### config.mk
export PLATFORM = sky130hd
export DESIGN_NAME = event_normalizer
export DESIGN_NICKNAME = d
export VERILOG_FILES = /design/src/rtl/event_normalizer.sv
export SDC_FILE = /design/constraint.sdc
export NUM_CORES = 1
export LEC_CHECK = 0
export BUFFER_PORTS_ARGS = -buffer_cell sky130_fd_sc_hd__buf_2
export CORE_MARGIN = 1.5
export CORE_UTILIZATION = 40
export CTS_CLUSTER_SIZE = 25
export DETAILED_ROUTE_END_ITERATION = 8
export PLACE_DENSITY = 0.64
export SYNTH_ARGS = -nofsm -noshare
export SYNTH_HDL_FRONTEND = slang
export SYNTH_SLANG_ARGS = --single-unit
### constraint.sdc
create_clock -name clk -period 4.3 [get_ports clk]
set_input_delay 0.43 -clock clk [delete_from_list [all_inputs] [get_ports clk]]
set_output_delay 0.43 -clock clk [all_outputs]
set_load 0.02 [all_outputs]
### src/rtl/event_normalizer.sv
// Quantises raw DVS events to graph coordinates and tracks the sliding time window.
// Latency: 2 cycles from raw_valid to out_event.valid; throughput 1 event/cycle.
// Backpressure: none; malformed or non-monotonic events are dropped and counted.
package graph_pkg;
    localparam int GRAPH_SIZE  = 64;
    localparam int TIME_WINDOW = 1024;
    localparam int GW          = $clog2(GRAPH_SIZE);

    typedef struct packed {
        logic          valid;
        logic [GW-1:0] x;
        logic [GW-1:0] y;
        logic [GW-1:0] t;
        logic          p;
    } event_type;
endpackage

module event_normalizer #(
    parameter int GRAPH_SIZE  = graph_pkg::GRAPH_SIZE,
    parameter int SENSOR_SIZE = 256,
    parameter int TIME_WINDOW = graph_pkg::TIME_WINDOW,
    parameter int TS_WIDTH    = 32,
    parameter int CNT_WIDTH   = 16
) (
    input  logic                           clk,
    input  logic                           reset,
    input  logic                           raw_valid,
    input  logic [$clog2(SENSOR_SIZE):0]   raw_x,
    input  logic [$clog2(SENSOR_SIZE):0]   raw_y,
    input  logic [TS_WIDTH-1:0]            raw_t,
    input  logic                           raw_p,
    output graph_pkg::event_type           out_event,
    output logic                           reset_context,
    output logic [CNT_WIDTH-1:0]           drop_count
);
    localparam int SB       = $clog2(SENSOR_SIZE);
    localparam int GW       = $clog2(GRAPH_SIZE);
    localparam int XY_SHIFT = $clog2(SENSOR_SIZE / GRAPH_SIZE);
    localparam int T_SHIFT  = $clog2(TIME_WINDOW / GRAPH_SIZE);
    localparam logic [TS_WIDTH-1:0] WIN_MASK = TS_WIDTH'(TIME_WINDOW - 1);

    typedef enum logic {WAIT_FIRST, RUN} state_t;
    state_t state;

    logic                s1_valid;
    logic                s1_rng_err;
    logic                s1_p;
    logic [GW-1:0]       s1_x;
    logic [GW-1:0]       s1_y;
    logic [TS_WIDTH-1:0] s1_t;
    logic [TS_WIDTH-1:0] t0;

    // Raw coordinates are at most 2*SENSOR_SIZE-1, so the MSB alone flags out-of-range.
    always_ff @(posedge clk) begin
        if (reset) begin
            s1_valid   <= 1'b0;
            s1_rng_err <= 1'b0;
            s1_p       <= 1'b0;
            s1_x       <= '0;
            s1_y       <= '0;
            s1_t       <= '0;
        end else begin
            s1_valid   <= raw_valid;
            s1_rng_err <= raw_x[SB] | raw_y[SB];
            s1_p       <= raw_p;
            s1_x       <= raw_x[SB-1:XY_SHIFT];
            s1_y       <= raw_y[SB-1:XY_SHIFT];
            s1_t       <= raw_t;
        end
    end

    logic [TS_WIDTH-1:0] t_rel;
    logic [TS_WIDTH-1:0] t_off;
    logic                crossing;
    logic                drop;
    logic [GW-1:0]       t_q;

    assign t_rel    = s1_t - t0;
    assign t_off    = t_rel & WIN_MASK;
    assign crossing = |(t_rel & ~WIN_MASK);
    assign drop     = s1_rng_err || ((state == RUN) && (s1_t < t0));
    // Below the window t_rel == t_off, so one quantiser serves both cases.
    assign t_q      = t_off[T_SHIFT +: GW];

    always_ff @(posedge clk) begin
        if (reset) begin
            state         <= WAIT_FIRST;
            t0            <= '0;
            out_event     <= '0;
            reset_context <= 1'b0;
            drop_count    <= '0;
        end else begin
            out_event.valid <= 1'b0;
            reset_context   <= 1'b0;
            if (s1_valid) begin
                if (drop) begin
                    if (drop_count != '1)
                        drop_count <= drop_count + 1'b1;
                end else begin
                    out_event.valid <= 1'b1;
                    out_event.x     <= s1_x;
                    out_event.y     <= s1_y;
                    out_event.p     <= s1_p;
                    if (state == WAIT_FIRST) begin
                        t0          <= s1_t;
                        out_event.t <= '0;
                        state       <= RUN;
                    end else begin
                        out_event.t <= t_q;
                        // Window-aligned rebase covers multi-window gaps in one step.
                        if (crossing) begin
                            t0            <= s1_t - t_off;
                            reset_context <= 1'b1;
                        end
                    end
                end
            end
        end
    end
endmodule

; Word-level counts from Yosys, hierarchy flattened
; Index checks and enable logic that the tools add are counted.
; Widths: inputs -> output; s select.
[totals]
elab_cells = 38
reg_bits = 117
[classes]
reduce_logical = 8
addsub = 3
magnitude_cmp = 1
n_mux = 5
eq_ne = 2
bitwise_logic = 4
[ops]
columns = operator, n
row1 = $mux 32, 2
row2 = $lt 32x32->1, 1
row3 = $sub 32x10->32, 1
row4 = $sub 32x32->32, 1
row5 = $reduce_or 22->1, 1
row6 = $mux 20, 1
row7 = $add 16x1->16 const B, 1
row8 = $ne 16x16->1 const B, 1
row9 = $mux 6, 1
row10 = $reduce_and 3->1, 2
row11 = $reduce_or 4->1, 1
row12 = $not 1->1, 3
row13 = $ne 2x1->1 const B, 1
row14 = $reduce_and 2->1, 1
row15 = $reduce_or 2->1, 1
row16 = $logic_and 1x1->1, 1
row17 = $logic_or 1x1->1, 1
row18 = $mux 1, 1
row19 = $or 1x1->1, 1

; Depth between registers and ports, before layout
; Gate-level depths: netlist of the first run.
[depth]
depth_word = 5
ltp_mapped = 17
mapped_depth_nobuf = 17

; Worst setup path after synthesis of the first run
; No wires, ideal clock.
[synth_timing]
path_kind = register to register
from = register s1_t[0]
to = register t0[18]
setup_time_ns = 0.134
path_stages_with_launch = 14
t_arrival_ns = 3.739
t_required_ns = 4.166
slack_ns = 0.427
path_cell_list = dfxtp_1 > nand2b_1 > fa_1 > a211oi_2 > o21ai_2 > a41oi_2 > a31oi_1 > xor2_1 > or4_1 > or4_1 > or4b_4 > o21ai_2 > buf_4 > a211oi_1
[synth_between]
elab_chain_cells = 5
[synth_rtl]
columns = element, line_no
row1 = start: declaration, 50  ; logic [TS_WIDTH-1:0] s1_t;
row2 = start signal: assignment, 68  ; s1_t <= raw_t;
row3 = "parallel branches: the longest is 5 deep, another holds $sub 32x32->32", --
row4 = end signal: assignment, 105  ; t0 <= s1_t;
row5 = end signal: assignment, 112  ; t0 <= s1_t - t_off;
row6 = end: declaration, 51  ; logic [TS_WIDTH-1:0] t0;
; Several ways; the timed one is not identified. The select of a mux whose other input is x is not followed.
; A chain may end at the register's enable or synchronous reset.

; Final worst setup path of the first run
[layout_timing]
from = register s1_t[0]
to = register t0[3]
; Same word-level chain as after synthesis.

==> results of run 1 <==
## cell families after synthesis
| kind of cell | Yosys count | synth area share |
|---|---|---|
| fa+ha+maj | 43 | 0.0784 |
| buf+inv | 96 | 0.0554 |
| xor+xnor | 55 | 0.0683 |
| flops | 117 | 0.332 |
| mux | 11 | 0.0172 |
| simple gates | 314 | 0.230 |
| compound gates | 241 | 0.219 |
## Yosys cell counts, types with 5 or more instances
master      n
dfxtp_1   117
o21ai_0    43
and2_1      5
mux2_2      9
nand4_1    18
nor2_1     52
a21oi_1    79
clkbuf_1   26
nand2b_1    5
nand3_1    18
xnor2_1    23
or3_1      20
o21a_1     12
ha_1       41
o21bai_1    5
buf_2      15
nor3_1     38
o211ai_1   18
nor2b_1    47
and3_1     11
xor2_1     32
a31oi_1     5
nand2_1    72
nor4_1     10
a21o_1     13
inv_1      51
a211oi_1   26
## routing by layer
| layer | global-route usage | share of wire | vias to the layer above |
|---|---|---|---|
| met5 | 0 | 0 | - |
| met4 | 0.0747 | 0.020 | 0 |
| met3 | 0.0367 | 0.044 | 28 |
| met2 | 0.344 | 0.45 | 185 |
| met1 | 0.289 | 0.49 | 3104 |
| li1 | - | - | 3343 |
## power breakdown
part	internal, W	switching [W]	leakage, nW	total (W)
clock network	0.000867	0.000544	0.288	0.00141
registers	0.00114	0.0000299	0.960	0.00117
logic	0.000404	0.000579	2.25	0.000984
total	0.00241	0.00115	3.50	0.00356
## cells in the final DEF, fill, tap and decap left out, types with 4 or more instances in the layout
master and n:
mux2_2 9, inv_1 51, and2_1 5, dfxtp_1 117
and3_1 11, xor2_1 32, nand2_1 71, a31oi_1 4
or3_1 20, buf_2 85, nor4_1 7, o21ai_0 42
nor2b_1 47, ha_1 41, inv_6 4, nor3_1 38
o21ai_1 4, nand3_1 18, nand2b_1 5, a211oi_1 26
a21oi_1 79, buf_4 39, xnor2_1 23, o21a_1 12
a21o_1 13, nor2_1 52, clkbuf_16 17, nand4_1 18
nor4b_1 4, o211ai_1 18, o21bai_1 5
## timing repair
item | CTS | global route
buffers inserted | 0 | 1
endpoints found under the setup margin | 0 | 31
resized for setup | 0 | 11
## area by class of cell
type | count | area [sq um]
sequential | 117 | 2340
clock buffer | 17 | 425
tap | 225 | 282
timing repair buffer | 127 | 769
clock inverter | 15 | 169
multi-input combinational | 664 | 4370
fill | 1628 | 8690
inverter | 51 | 191
## sequential cells by signal (all words and copies together) (netlist names), 6 cells and up, named ones only
name and cells:
s1_t 32, t0 31, out_event 20, drop_count 16
s1_x 6, s1_y 6
## path summary, 6_finish.rpt
kind | startpoint | end | cells past startpoint
setup / recovery | s1_t[0]$_SDFF_PP0_ | t0[3]$_SDFFE_PP0P_ | 13
hold / removal | raw_t[8] | s1_t[8]$_SDFF_PP0_ | 2
setup reg to reg | s1_t[0]$_SDFF_PP0_ | t0[3]$_SDFFE_PP0P_ | 13
hold reg to reg | s1_y[5]$_SDFF_PP0_ | out_event[12]$_SDFFE_PP0P_ | 2
## per-stage QoR
step	util	setup slack (ns)	area (sq um)	hold WS, ns	std cells
2_1_floorplan	-	0.427	7050	0.417	877
3_3_place_gp	0.458	0.0908	7900	0.419	1183
3_5_place_dp	0.458	0.0368	7900	0.429	1183
4_1_cts	0.493	0.00247	8500	0.218	1215
5_1_grt	0.496	0.0119	8550	0.221	1216
6_report	0.496	0.151	8550	0.226	1216
==> flow_summary.yaml, run 1 <==
cts:
  cts.sinks: 117
  cts_buffers: 17
  clk_pin_slew_ns: 0.06
  h-tree-depth: 4
  clockBufferDepth: 2
  postCtsHoldBufs: 0
  cts_tree: "built"
  clk_root_buffer_cell: "clkbuf_16"
  clk_latency_ns: 0.41
synth:
  synth_edf_count: 0
  syn_area_sq_mm: 0.00705
  synth_top_area_share: 0.332
  syn_inst: 877
  ys_warn_count: 0
  synth_cell_types: 62
  synth-seq-cells: 117
  synth_ff_type: "dfxtp_1"
  yosysSeqAreaShare: 0.332
  ys_top_cells_by_area: "dfxtp_1, ha_1, a21oi_1, nor2b_1, xor2_1"
  yosys.area.top_type: "dfxtp_1"
  syn_avg_cell_area_sq_um: 8.04
  synth.net_count: 974
  async_flop_share: 0
sta:
  fin_worst_skew_ns: 0.0117
  fin_crit_ns: 4.15
  drv_slew: 0
  relSlewSlack: 0.358
  rsz0062_at_grt: "no"
  hold_viol: 0
  fin_setup_tns_ns: 0
  fin_crit_sh: 0.965
  setup_viol: 0
  timing_worst_slew_pin_value_ns: 0.962
  max_freq_mhz: 241
routing:
  drt_iter0_markers: 481
  wirelength_mm: 18.9
  dr.pass1.iters: 6
  wl_per_cell_um: 15.6
  drtAntennaViolNets: 0
  vias_per_cell: 5.48
  num_vias: 6660
  drc: 0
run:
  maxCapViolations: 0
worst_setup_path:
  r2r_slack_ns: 0.15
  slowest_stage: "or4b_4"
  worstPathArrival_ns: 4.39
  crit_buf_inv: 1
  crit_required_ns: 4.54
  crit_top_cell: "o21ai_2"
  worst_setup_path_end_kind: "flop"
  crit_fanout: 13
  critPathTopFamily: "simple AND/OR/NAND/NOR gates"
  max_stage_delay_ns: 0.55
  startpoint_type: "flop"
  worstPathCellList: "nand2b_1 -> fa_2 -> a211oi_4 -> o21ai_2 -> a31oi_1 -> mux2i_1 -> o21ai_0 -> or4_1 -> or4_4 -> or4b_4 -> o21ai_2 -> buf_6 -> a211oi_1"
  criticalPathCategory: "reg2reg"
floorplan:
  initial_utilization: 0.409
  die_w_um: 136
  die_area_sq_mm: 0.0184
  die_height_um: 136
  ioPinCount: 91
  coreArea_sq_mm: 0.0172
  num_rows: 48
final_layout:
  diodes: 0
  areaGrowthSynthToFinish_pct: 21.2
  drive_above_1_share: 0.189
  nets: 1075
pwr:
  finalPower_w: 0.00356
  vdd_ir_drop_max_uv: 316
  p_leak_nw: 3.50
  power.density_mw_per_mm2: 416
placed_design:
  place_hpwl_mm: 14.1
  io_buffer_count: 86
  place_congestion: 0.912
status:
  status: "finished clean"
global_route:
  grt_pass1_wl_mm: 31.4
  gr-total-overflow: 0
  antenna_found_initial: 0
  grt_pass1_vias: 6314
  grt_max_degree: 99
  track_usage: 0.214
worst_hold_path:
  hp-class: "in2reg"
No activity file was read; power rests on OpenSTA's default activity.
==> inputs of run 2 (changes only) <==
SETUP_SLACK_MARGIN = 0.4   (was not set)
==> run 2 against run 1 <==
Against the previous run: register-to-register slack improved by 0.15 ns; sequential power barely moved; first-iteration DRC count fell by 1.2%; cell count rose by 0.82%; critical endpoint is now t0[7]$_SDFFE_PP0P_.
==> flow_summary.yaml, run 2 (synthesis results as in run 1) <==
status:
  status: "finished clean"
worst_setup_path:
  crit_fanout: 6
  startpoint_type: "flop"
  criticalPathCategory: "reg2reg"
  worst_setup_path_end_kind: "flop"
  worstPathArrival_ns: 4.25
  crit_required_ns: 4.55
routing:
  drc: 0
  drt_iter0_markers: 475
  num_vias: 6704
  vias_per_cell: 5.47
  drtAntennaViolNets: 0
  wl_per_cell_um: 15.8
  wirelength_mm: 19.4
  dr.pass1.iters: 5
pwr:
  power.density_mw_per_mm2: 413
  intPower_w: 0.00246
  seqPwrFrac: 0.321
  sw_frac_of_total: 0.325
  power_frac_clock: 0.388
  p_sw_w: 0.00118
  pwr-share-comb: 0.291
  p_leak_nw: 3.58
  vdd_ir_drop_max_uv: 315
cts:
  postCtsHoldBufs: 0
  clk_root_buffer_cell: "clkbuf_16"
  h-tree-depth: 4
  cts_buffers: 17
  cts.sinks: 117
  clk_latency_ns: 0.41
  clockBufferDepth: 2
  clk_pin_slew_ns: 0.06
  cts_tree: "built"
floorplan:
  die_area_sq_mm: 0.0184
  num_rows: 48
  coreArea_sq_mm: 0.0172
  die_w_um: 136
  initial_utilization: 0.409
  die_height_um: 136
  ioPinCount: 91
global_route:
  gr-total-overflow: 0
  track_usage: 0.218
  grt_pass1_vias: 6415
  antenna_found_initial: 0
  grt_max_degree: 99
  grt_pass1_wl_mm: 32.0
final_layout:
  nets: 1085
  reg_top3: "s1_t x32, t0 x31, out_event x20"
  top_register: "s1_t"
  mostFrequentLayoutCells: "dfxtp_1, buf_2, a21oi_1"
  largest_reg_flops: 32
  fin_area_sq_mm: 0.00881
  areaGrowthSynthToFinish_pct: 25.0
  drive_above_1_share: 0.225
  diodes: 0
  final_common_cell: "dfxtp_1"
  fillers: 1606
sta:
  rsz0062_at_grt: "yes"
  max_freq_mhz: 250
  fin_setup_tns_ns: 0
  setup_viol: 0
  relSlewSlack: 0.339
  hold_viol: 0
  drv_slew: 0
  fin_crit_sh: 0.930
  timing_worst_slew_pin_value_ns: 0.992
  fin_crit_ns: 4.00
  fin_worst_skew_ns: 0.0135
worst_hold_path:
  hp-class: "in2reg"
placed_design:
  place_congestion: 0.912
  io_buffer_count: 86
  place_hpwl_mm: 14.1
  placed_area_sq_mm: 0.00790
run:
  maxCapViolations: 0
[run 2: metal layers]
metal  track usage  part of all wire  vias to the layer above
met5             0                 0                        -
met4        0.0741             0.019                        0
met3        0.0367             0.042                       26
met2         0.353              0.45                      163
met1         0.293              0.48                     3147
li1              -                 -                     3368
[run 2: area by class of cell]
class | count | area (sq um) | area share
multi-input cells | 664 | 4550 | 0.516
well taps | 225 | 282 | 0.0319
clock buffers | 17 | 425 | 0.0483
repair buffers | 137 | 852 | 0.0967
clock inverters | 15 | 169 | 0.0192
inverters | 51 | 191 | 0.0217
flip-flops and latches | 117 | 2340 | 0.266
[run 2: worst paths after layout]
kind	end	slack [ns]	cells past startpoint	start
max	t0[7]$_SDFFE_PP0P_	0.30	13	s1_t[0]$_SDFF_PP0_
min	s1_t[8]$_SDFF_PP0_	0.22	2	raw_t[8]
max reg2reg	t0[7]$_SDFFE_PP0P_	0.30	13	s1_t[0]$_SDFF_PP0_
min reg2reg	out_event[7]$_SDFFE_PP0P_	0.43	2	s1_y[0]$_SDFF_PP0_
[run 2: power groups by stage]
stage | registers (W) | logic, W | clock network (W)
after floorplan | 0.00119 | 0.000678 | 0
after global placement | 0.00119 | 0.000946 | 0
after detailed placement | 0.00119 | 0.000950 | 0
after CTS | 0.00117 | 0.00100 | 0.00143
after global routing | 0.00117 | 0.00116 | 0.00147
final | 0.00117 | 0.00106 | 0.00141
[run 2: worst max-delay path, stage by stage (launching register included)]
cell	delay (ns)
dfxtp_2	0.32
nand2b_4	0.14
fa_2	0.42
a211oi_4	0.32
o21ai_2	0.14
a31oi_2	0.23
mux2i_1	0.30
o21ai_1	0.10
or4_1	0.41
or4_4	0.47
or4b_4	0.53
o21ai_4	0.20
buf_6	0.18
a211oi_1	0.08
[run 2: metrics by stage]
step	power, W	setup WS [ns]	util	std cells	hold slack [ns]
after floorplan	0.00187	0.427	-	877	0.417
after global placement	0.00213	0.0908	0.458	1183	0.419
after detailed placement	0.00214	0.0368	0.458	1183	0.429
after CTS	0.00360	0.281	0.505	1221	0.218
after global routing	0.00381	0.176	0.511	1226	0.221
final	0.00364	0.300	0.511	1226	0.225
[run 2: what timing repair did]
item	in CTS	in global routing
pin swaps	17	9
buffers inserted	5	5
endpoints found under the hold margin	0	0
gates resized for setup	31	21
setup endpoints to repair	32	32
cloned	1	0
==> inputs of run 3 (changes only) <==
PLACE_DENSITY = 0.66   (was 0.64)
clock period = 3.4 ns   (was 4.3 ns; I/O delays follow)
==> run 3 against run 2 <==
Against the previous run: the run now ends with setup timing left; count of clock-buffer cells in the layout rose by 2; maximum frequency increased by 1.6%; clock power rose by 28%; global-route usage rose by 3.6 points; first-iteration DRC count grew 32%; routed wire length increased by 19%; die area did not move; setup slack lost 0.84 ns; register-to-register slack lost 0.84 ns; combinational power grew 71%; flip-flop and latch count did not move; hold slack got worse by 0.10 ns; highest routed layer unchanged.
==> flow_summary.yaml, run 3 (synthesis results as in run 1) <==
floorplan:
  die_w_um: 136
  coreArea_sq_mm: 0.0172
  num_rows: 48
  ioPinCount: 91
  initial_utilization: 0.409
  die_height_um: 136
  die_area_sq_mm: 0.0184
worst_hold_path:
  hp-class: "in2reg"
sta:
  rsz0062_at_grt: "yes"
  fin_worst_skew_ns: 0.00991
  timing_worst_slew_pin_value_ns: 0.962
  max_freq_mhz: 254
  whs_ns: 0.120
  fin_crit_sh: 1.16
  hold_viol: 0
  drv_slew: 0
  fin_crit_ns: 3.94
  timing.final.ws_setup_ns: -0.537
  setup_viol: 32
  relSlewSlack: 0.359
routing:
  wl_per_cell_um: 16.4
  met1_length_mm: 10.5
  drtAntennaViolNets: 0
  dr.pass1.iters: 6
  top_layer: "met4"
  vias_per_cell: 5.39
  drt_iter0_markers: 626
  num_vias: 7607
  route.met3.wl_mm: 1.11
  drc: 0
  dr_wl_met2_mm: 11.1
  wirelength_mm: 23.1
cts:
  cts_buffers: 17
  clockBufferDepth: 2
  postCtsHoldBufs: 0
  cts_tree: "built"
  h-tree-depth: 4
  clk_pin_slew_ns: 0.06
  clk_root_buffer_cell: "clkbuf_16"
  cts.sinks: 117
  clk_latency_ns: 0.42
final_layout:
  diodes: 0
  multi_input_area_sq_mm: 0.00459
  areaGrowthSynthToFinish_pct: 47.2
  drive_above_1_share: 0.349
  mostFrequentLayoutCells: "buf_4, dfxtp_1, buf_2"
  largest_reg_flops: 32
  final_common_cell: "buf_4"
  final-seq-area_sq_mm: 0.00234
  nets: 1271
  reg_top3: "s1_t x32, t0 x31, out_event x20"
  fillers: 1407
  top_register: "s1_t"
worst_setup_path:
  worstPathArrival_ns: 4.20
  worst_setup_path_end_kind: "flop"
  crit_required_ns: 3.66
  criticalPathCategory: "reg2reg"
  startpoint_type: "flop"
  crit_fanout: 12
  r2r_slack_ns: -0.54
pwr:
  power.density_mw_per_mm2: 490
  vdd_ir_drop_max_uv: 374
  p_leak_nw: 4.53
global_route:
  grt_pass1_wl_mm: 36.8
  gr-total-overflow: 0
  grt_pass1_vias: 7461
  grt_max_degree: 92
  track_usage: 0.254
  antenna_found_initial: 0
run:
  maxCapViolations: 0
status:
  violations: "setup timing"
  status: "finished with violations"
placed_design:
  place_hpwl_mm: 16.0
  io_buffer_count: 86
  pre_cts_ws_ns: -0.556
  place_congestion: 0.922
[run 3: cell types whose count changed in the layout (fill, tap and decap cells not counted), sizes merged]
cell | before | now
buf | 137 | 321
clkbuf | 17 | 21
inv | 57 | 54
clkinvlp | 2 | 4
clkinv | 5 | 4
[run 3: layout make-up]
class | count | share of cell area
multi-input cells | 664 | 0.442
repair buffers | 323 | 0.229
inverters | 51 | 0.0184
flip-flops and latches | 117 | 0.226
clock inverters | 13 | 0.0142
well taps | 225 | 0.0271
clock buffers | 19 | 0.0427
[run 3: metrics by stage]
step           power (W)  setup TNS [ns]  instance area, sq um  utilization  instances
5_1_grt          0.00532          -18.89                 10400        0.602       1412
2_1_floorplan    0.00238           -7.93                  7100            -        877
6_report         0.00508          -15.47                 10400        0.602       1412
3_5_place_dp     0.00316          -15.58                  9290        0.539       1359
3_3_place_gp     0.00314          -13.77                  9290        0.539       1359
4_1_cts          0.00502          -13.02                 10200        0.590       1405
[run 3: final timing paths]
check                      from                    endpoint  depth (start not counted)
max          s1_t[0]$_SDFF_PP0_          t0[4]$_SDFFE_PP0P_                         13
max reg2reg  s1_t[0]$_SDFF_PP0_          t0[4]$_SDFFE_PP0P_                         13
min reg2reg  s1_x[1]$_SDFF_PP0_  out_event[14]$_SDFFE_PP0P_                          2
min                    raw_x[7]          s1_x[5]$_SDFF_PP0_                          2
[run 3: power by group]
group          total [W]  switching (W)  internal [W]
Sequential       0.00147      0.0000358       0.00144
Combinational    0.00181       0.000891      0.000922
Clock            0.00180       0.000694       0.00110
[run 3: metal layers]
metal  GRT usage  vias to the layer above
li1            -                     3725
met1       0.323                     3600
met2       0.431                      243
met3      0.0397                       39
met4      0.0926                        0
met5           0                        -
[run 3: critical path, stage by stage, from the launching register on]
cell	delay (ns)
dfxtp_2	0.31
nand2b_4	0.14
fa_2	0.39
a211oi_4	0.30
o21ai_2	0.13
a41oi_2	0.26
a31oi_2	0.14
xor2_1	0.15
or4_1	0.51
or4_4	0.44
or4b_4	0.52
o21ai_4	0.22
buf_12	0.17
a211oi_1	0.08
[run 3: what timing repair did]
action,in CTS,in global routing
setup endpoints to repair,34,64
gates resized for setup,28,25
setup buffers,11,5
gates cloned,3,2
endpoints found under the hold margin,0,0
pin swaps,22,17
